--- src/rtl/mem_port_arbiter.sv ---
// Two-requester arbiter for the unified memory port: D-side has fixed priority, one transaction outstanding.
// Optional grant/conflict counters are enabled with `define MEM_PORT_ARBITER_PERF_EN.
module mem_port_arbiter #(
    parameter int ADDR_WIDTH = 32,
    parameter int DATA_WIDTH = 32
) (
    input  logic                  clk,
    input  logic                  rst,
    input  logic                  i_start,
    output logic                  i_ready,
    input  logic [ADDR_WIDTH-1:0] i_addr,
    output logic [DATA_WIDTH-1:0] i_rdata,
    output logic                  i_valid,
    input  logic                  d_start,
    output logic                  d_ready,
    input  logic [ADDR_WIDTH-1:0] d_addr,
    input  logic                  d_wen,
    input  logic [DATA_WIDTH-1:0] d_wdata,
    output logic [DATA_WIDTH-1:0] d_rdata,
    output logic                  d_valid,
    output logic                  mem_start,
    input  logic                  mem_ready,
    output logic [ADDR_WIDTH-1:0] mem_addr,
    output logic                  mem_wen,
    output logic [DATA_WIDTH-1:0] mem_wdata,
    input  logic [DATA_WIDTH-1:0] mem_rdata,
    input  logic                  mem_valid,
    output logic [31:0]           perf_i_grants,
    output logic [31:0]           perf_d_grants,
    output logic [31:0]           perf_conflicts
);

    typedef enum logic [1:0] {
        IDLE,
        BUSY_I,
        BUSY_D
    } state_t;

    state_t state;
    state_t state_next;
    logic   issue_ok;
    logic   d_issue;
    logic   i_issue;

    always_ff @(posedge clk) begin
        if (rst) begin
            state <= IDLE;
        end else begin
            state <= state_next;
        end
    end

    // A new issue is allowed while idle or in the cycle the outstanding response returns.
    always_comb begin
        issue_ok   = !rst && mem_ready && (state == IDLE || mem_valid);
        d_ready    = issue_ok;
        i_ready    = issue_ok && !d_start;
        d_issue    = d_ready && d_start;
        i_issue    = i_ready && i_start;

        mem_start  = 1'b0;
        mem_addr   = '0;
        mem_wen    = 1'b0;
        mem_wdata  = '0;
        if (d_issue) begin
            mem_start = 1'b1;
            mem_addr  = d_addr;
            mem_wen   = d_wen;
            mem_wdata = d_wdata;
        end else if (i_issue) begin
            mem_start = 1'b1;
            mem_addr  = i_addr;
        end

        i_valid    = !rst && mem_valid && (state == BUSY_I);
        d_valid    = !rst && mem_valid && (state == BUSY_D);
        i_rdata    = mem_rdata;
        d_rdata    = mem_rdata;

        state_next = state;
        if (d_issue) begin
            state_next = BUSY_D;
        end else if (i_issue) begin
            state_next = BUSY_I;
        end else if (mem_valid) begin
            state_next = IDLE;
        end
    end

`ifdef MEM_PORT_ARBITER_PERF_EN
    logic [31:0] i_grants_q;
    logic [31:0] d_grants_q;
    logic [31:0] conflicts_q;

    always_ff @(posedge clk) begin
        if (rst) begin
            i_grants_q  <= '0;
            d_grants_q  <= '0;
            conflicts_q <= '0;
        end else begin
            if (i_issue) begin
                i_grants_q <= i_grants_q + 32'd1;
            end
            if (d_issue) begin
                d_grants_q <= d_grants_q + 32'd1;
            end
            if (issue_ok && i_start && d_start) begin
                conflicts_q <= conflicts_q + 32'd1;
            end
        end
    end

    assign perf_i_grants  = i_grants_q;
    assign perf_d_grants  = d_grants_q;
    assign perf_conflicts = conflicts_q;
`else
    assign perf_i_grants  = '0;
    assign perf_d_grants  = '0;
    assign perf_conflicts = '0;
`endif

endmodule

--- config.mk ---
export PLATFORM = sky130hd
export DESIGN_NAME = mem_port_arbiter
export DESIGN_NICKNAME = d
export VERILOG_FILES = /design/src/rtl/mem_port_arbiter.sv
export SDC_FILE = /design/constraint.sdc
export NUM_CORES = 1
export LEC_CHECK = 0
export BUFFER_PORTS_ARGS = -buffer_cell sky130_fd_sc_hd__clkbuf_2
export CORE_AREA = 2 2 141 143
export DETAILED_ROUTE_END_ITERATION = 10
export DIE_AREA = 0 0 143 145
export SYNTH_ARGS = -nofsm -noshare
export SYNTH_HDL_FRONTEND = slang
export SYNTH_SLANG_ARGS = --single-unit
--- constraint.sdc ---
create_clock -name clk -period 1.05 [get_ports clk]
set_input_delay 0.1575 -clock clk [delete_from_list [all_inputs] [get_ports clk]]
set_output_delay 0.1575 -clock clk [all_outputs]
set_load 0.02 [all_outputs]
Word level (Yosys, flattened, before mapping)

Cells that the tools add are included.

Output and inout bits: 230
Bits in registers: 2

Equal/unequal tests: 2
Mux-type cells: 9
Reduce and logical (&&, ||, !) cells: 15

Operators with widths:

| cell               | number |
|---|---|
| $mux 32            | 3 |
| $logic_and 1x1->1  | 8 |
| $mux 2             | 3 |
| $mux 1             | 3 |
| $reduce_bool 3->1  | 1 |
| $eq 2x1->1 const B | 1 |
| $eq 2x2->1 const B | 1 |
| $logic_not 1->1    | 2 |
| $logic_not 2->1    | 1 |
| $reduce_bool 2->1  | 1 |
| $reduce_or 2->1    | 1 |
| $logic_or 1x1->1   | 1 |

Longest topological paths before layout

Depth after elaboration: 7
Depth in mapped cells: 6
Gate-level depth less buffers: 4

Worst setup path after synthesis

No wires, ideal clock.

Path kind: reg2out
Start point: register state[1]
End point: output port mem_addr[10]
Slack: -0.247 ns
Arrival: 1.140 ns
Stages on the path, launching flop included: 5
Path buffers: 1
Required time: 0.892 ns
Cell sequence: dfxtp_1 > o21bai_4 > nand3b_4 > buf_6 > nor2_1

Word-level cells in the longest chain between the ends: 7

RTL lines:

| element                | line | RTL |
|---|---|---|
| start, declared        | 39   | `state_t state;` |
| start signal, assigned | 49   | `state <= state_next;` |
| $logic_not 2->1 *      | 55   | `issue_ok = !rst && mem_ready && (state == IDLE \|\| mem_valid);` |
| $logic_or 1x1->1 *     | 55   |  |
| $logic_and 1x1->1 *    | 55   |  |
| $logic_and 1x1->1      | 57   | `i_ready = issue_ok && !d_start;` |
| $logic_and 1x1->1      | 59   | `i_issue = i_ready && i_start;` |
| $mux 32                | 70   | `end else if (i_issue) begin` |
| $mux 32 *              | 65   | `if (d_issue) begin` |
| end, declared          | 23   | `output logic [ADDR_WIDTH-1:0] mem_addr,` |

Every way passes the cells marked *; elsewhere a longest branch is shown, timed or not.

Worst setup path in the final report

Start point: register state[0]
End point: output port mem_addr[0]

The elaborated chain is that of the path after synthesis.

==> impl_metrics.csv <==
group,metric,value,unit
final_layout,regMostFlops,"state",
sta,setup_slack,-0.472,ns
yosys,ys_seq_area_share,1.93,%
place,io_buffers,172,
sta,rsz0062_at_grt,"true",
clock_network,clock_sinks,2,
die,start_util,10.8,%
final_layout,multiInputGateArea,1360,µm²
yosys,syn_area_per_cell,7.09,µm²
power_and_ir_drop,switching_share,47.0,%
route,drtIter0Drc,48,
route,finalWirelength,7320,µm
power_and_ir_drop,p_clk_share,30.7,%
die,pin_count,365,
route,dr.pass1.iters,4,
yosys,yosys.cell_types.count,22,
yosys,syn_area,2080,µm²
power_and_ir_drop,total_power,1.87,mW
global_routing,gr-usage-all-layers,5.98,%
clock_network,htreeDepth,1,
power_and_ir_drop,powerDensity,620,nW/µm²
sta,slew_viol_final,0,
route,drc,0,
status,status,"finished, violations left",
power_and_ir_drop,power_switching,876,µW
die,die_x,143,µm
critical_path,worstSetupPathType,"flip-flop to output pin",
die,dieArea,20700,µm²
final_layout,syn_to_final_growth,44.9,%
power_and_ir_drop,internal_power,989,µW
final_layout,nNetsFinal,540,
sta,min_period,1.52,ns
critical_path,end_kind,"output pin",
power_and_ir_drop,power_frac_seq,4.6,%
hold_path,min_path_cells,0,
route,via_per_inst,3.00,
global_routing,grt_pass1_wl,9510,µm
hold_path,hp-class,"input pin to output pin",
sta,hold_viol_final,0,
power_and_ir_drop,leakage,1.62,nW
die,fp.dieH,145,µm
yosys,synth_cells,293,
critical_path,path_cells,"o21bai_4 -> nand3b_4 -> buf_12 -> nor2_1 -> clkbuf_2",
route,num_vias,2005,
final_layout,fillers,2203,
power_and_ir_drop,peakVddDrop,398,µV
clock_network,cts_made_buffers,3,
final_layout,instances_no_fill,668,
global_routing,antenna_found_initial,0,
die,num_rows,51,
place,dp_hpwl,6210,µm
place,gp_congestion,0.666,
clock_network,cts_tree,"yes",
critical_path,worstPathMaxFanout,22,
run,drv_cap,0,
critical_path,crit_required,0.89,ns
route,final_antenna_net_count,0,
clock_network,cts_hold_buf,0,
sta,fin_crit_sh,145,%
critical_path,r2r_cells,5,
clock_network,cts_max_path_buffers,2,
clock_network,cts.clk_slew.worst_paths,0.03,ns
global_routing,first_global_vias,1679,
global_routing,grt_max_degree,35,
critical_path,start_kind,"flip-flop",
sta,clock_skew,0.000468,ns
power_and_ir_drop,pwr-share-comb,64.7,%
place,dp_slack,-0.328,ns
critical_path,critical-path-slowest-cell,"dfxtp_2",
route,post_drt_wl_per_cell,11.0,µm
yosys,yosys_warnings,0,
place,dp_cells,663,
sta,finalSetupViolations,70,
critical_path,max_stage_delay,0.32,ns
final_layout,reg.largest.list,"state: 2 flops",
final_layout,drive_gt1_share,65.3,%
yosys,synth_seq_cells,2,
final_layout,design_area,3010,µm²
global_routing,grt_overflow,0,
die,core-area,19200,µm²
critical_path,arrival,1.36,ns
status,violations,"negative setup slack",
sta,final.setup.tns,-28.78,ns
clock_network,insertion_delay,0.22,ns
final_layout,largest_reg_flops,2,
clock_network,ctsRootBufferMaster,"clkbuf_16",
final_layout,ff_latch_area,42.5,µm²
sta,fmax,657,MHz
place,place_area,2730,µm²
final_layout,antennaDiodeCount,0,
-- per-stage QoR --
step           hold slack [ns]  utilization (%)
2_1_floorplan            0.223                -
3_3_place_gp             0.315             14.2
3_5_place_dp             0.315             14.2
4_1_cts                  0.302             15.5
5_1_grt                  0.315             15.7
6_report                 0.315             15.7
-- layout by cell type, fill, tap and decap left out --
master     count
a21oi_1        1
a32oi_1        1
inv_2          1
clkbuf_2     156
buf_4         11
clkbuf_4       1
a22oi_1       32
conb_1        96
nand2b_1       1
clkbuf_8       2
nor4b_4        2
nor2b_4        1
a211oi_1       1
clkbuf_16      3
nand3b_4       1
nor2_1         3
and3_1         4
buf_8         11
buf_6          3
and3b_4        1
buf_12         5
o21bai_4       1
inv_1          1
nand2_2        1
dfxtp_2        2
nor2_4        31
nor2_2         1
and3_2        29
-- area by class of cell --
cell class | instances | area share (%)
multi-input cells | 207 | 45.1
well taps | 265 | 11.0
flip-flops and latches | 2 | 1.41
clock buffers | 3 | 2.49
inverters | 2 | 0.249
repair buffers | 189 | 39.8
-- logic make-up after synthesis --
kind of cell / count (synthesis) / synth area share [%]
compound gates: 36 / 13.5
buf+inv: 179 / 64.7
simple gates: 75 / 19.7
flops: 2 / 1.93
other cells: 1 / 0.181
-- power groups by stage --
| stage | clock network, mW | logic, mW | registers [mW] |
|---|---|---|---|
| final | 0.573 | 1.21 | 0.0851 |
| after global routing | 0.585 | 1.30 | 0.0854 |
| after CTS | 0.586 | 1.19 | 0.0848 |
| after detailed placement | 0 | 1.14 | 0.0852 |
| after global placement | 0 | 1.14 | 0.0853 |
| after floorplan | 0 | 1.41 | 0.0860 |
-- critical path: cells and delay by family, from the launching register on --
family	cells	cell delay, ns
buffers and inverters	2	0.38
AO/OA/AOI/OAI	1	0.17
flip-flops	1	0.32
AND/OR/NAND/NOR	2	0.25
-- path summary, 6_finish.rpt --
check	end	slack (ns)	from
max reg2reg	state[0]$_SDFFE_PP0P_	0.03	state[0]$_SDFFE_PP0P_
min	d_rdata[8]	0.32	mem_rdata[8]
min reg2reg	state[1]$_SDFFE_PP0P_	0.65	state[1]$_SDFFE_PP0P_
max	mem_addr[0]	-0.47	state[0]$_SDFFE_PP0P_
-- Yosys cell counts --
library cell  count  share of area [%]
and3_1           33                9.9
nor2_1           35                6.3
nor2b_2           1               0.42
inv_2             1               0.18
a21oi_1           1               0.24
buf_2             3               0.72
nand3b_4          1               0.96
clkbuf_4          1               0.36
buf_6             7                3.8
a211oi_1          1               0.36
nand2b_1          1               0.30
buf_4           163                 59
dfxtp_1           2                1.9
inv_1             1               0.18
a22oi_1          32                 12
a32oi_1           1               0.42
conb_1            1               0.18
and3b_4           1               0.60
o21bai_4          1               0.90
nand2_2           1               0.30
clkbuf_1          3               0.54
nor4b_1           2               0.84
-- layer usage --
layer | up-vias | part of all wire [%] | track usage [%]
met5 | - | 0 | 0
met4 | 0 | 4.3 | 3.42
met3 | 40 | 13 | 2.34
met2 | 168 | 49 | 10.7
met1 | 861 | 33 | 5.78
li1 | 936 | - | -
-- timing repair --
item | CTS | global route
buffers inserted | 1 | 1
endpoints found under the setup margin | 70 | 72
gates resized for setup | 37 | 18
cloned | 0 | 0
pin swaps | 3 | 1
No activity file was read; power rests on OpenSTA's default activity.
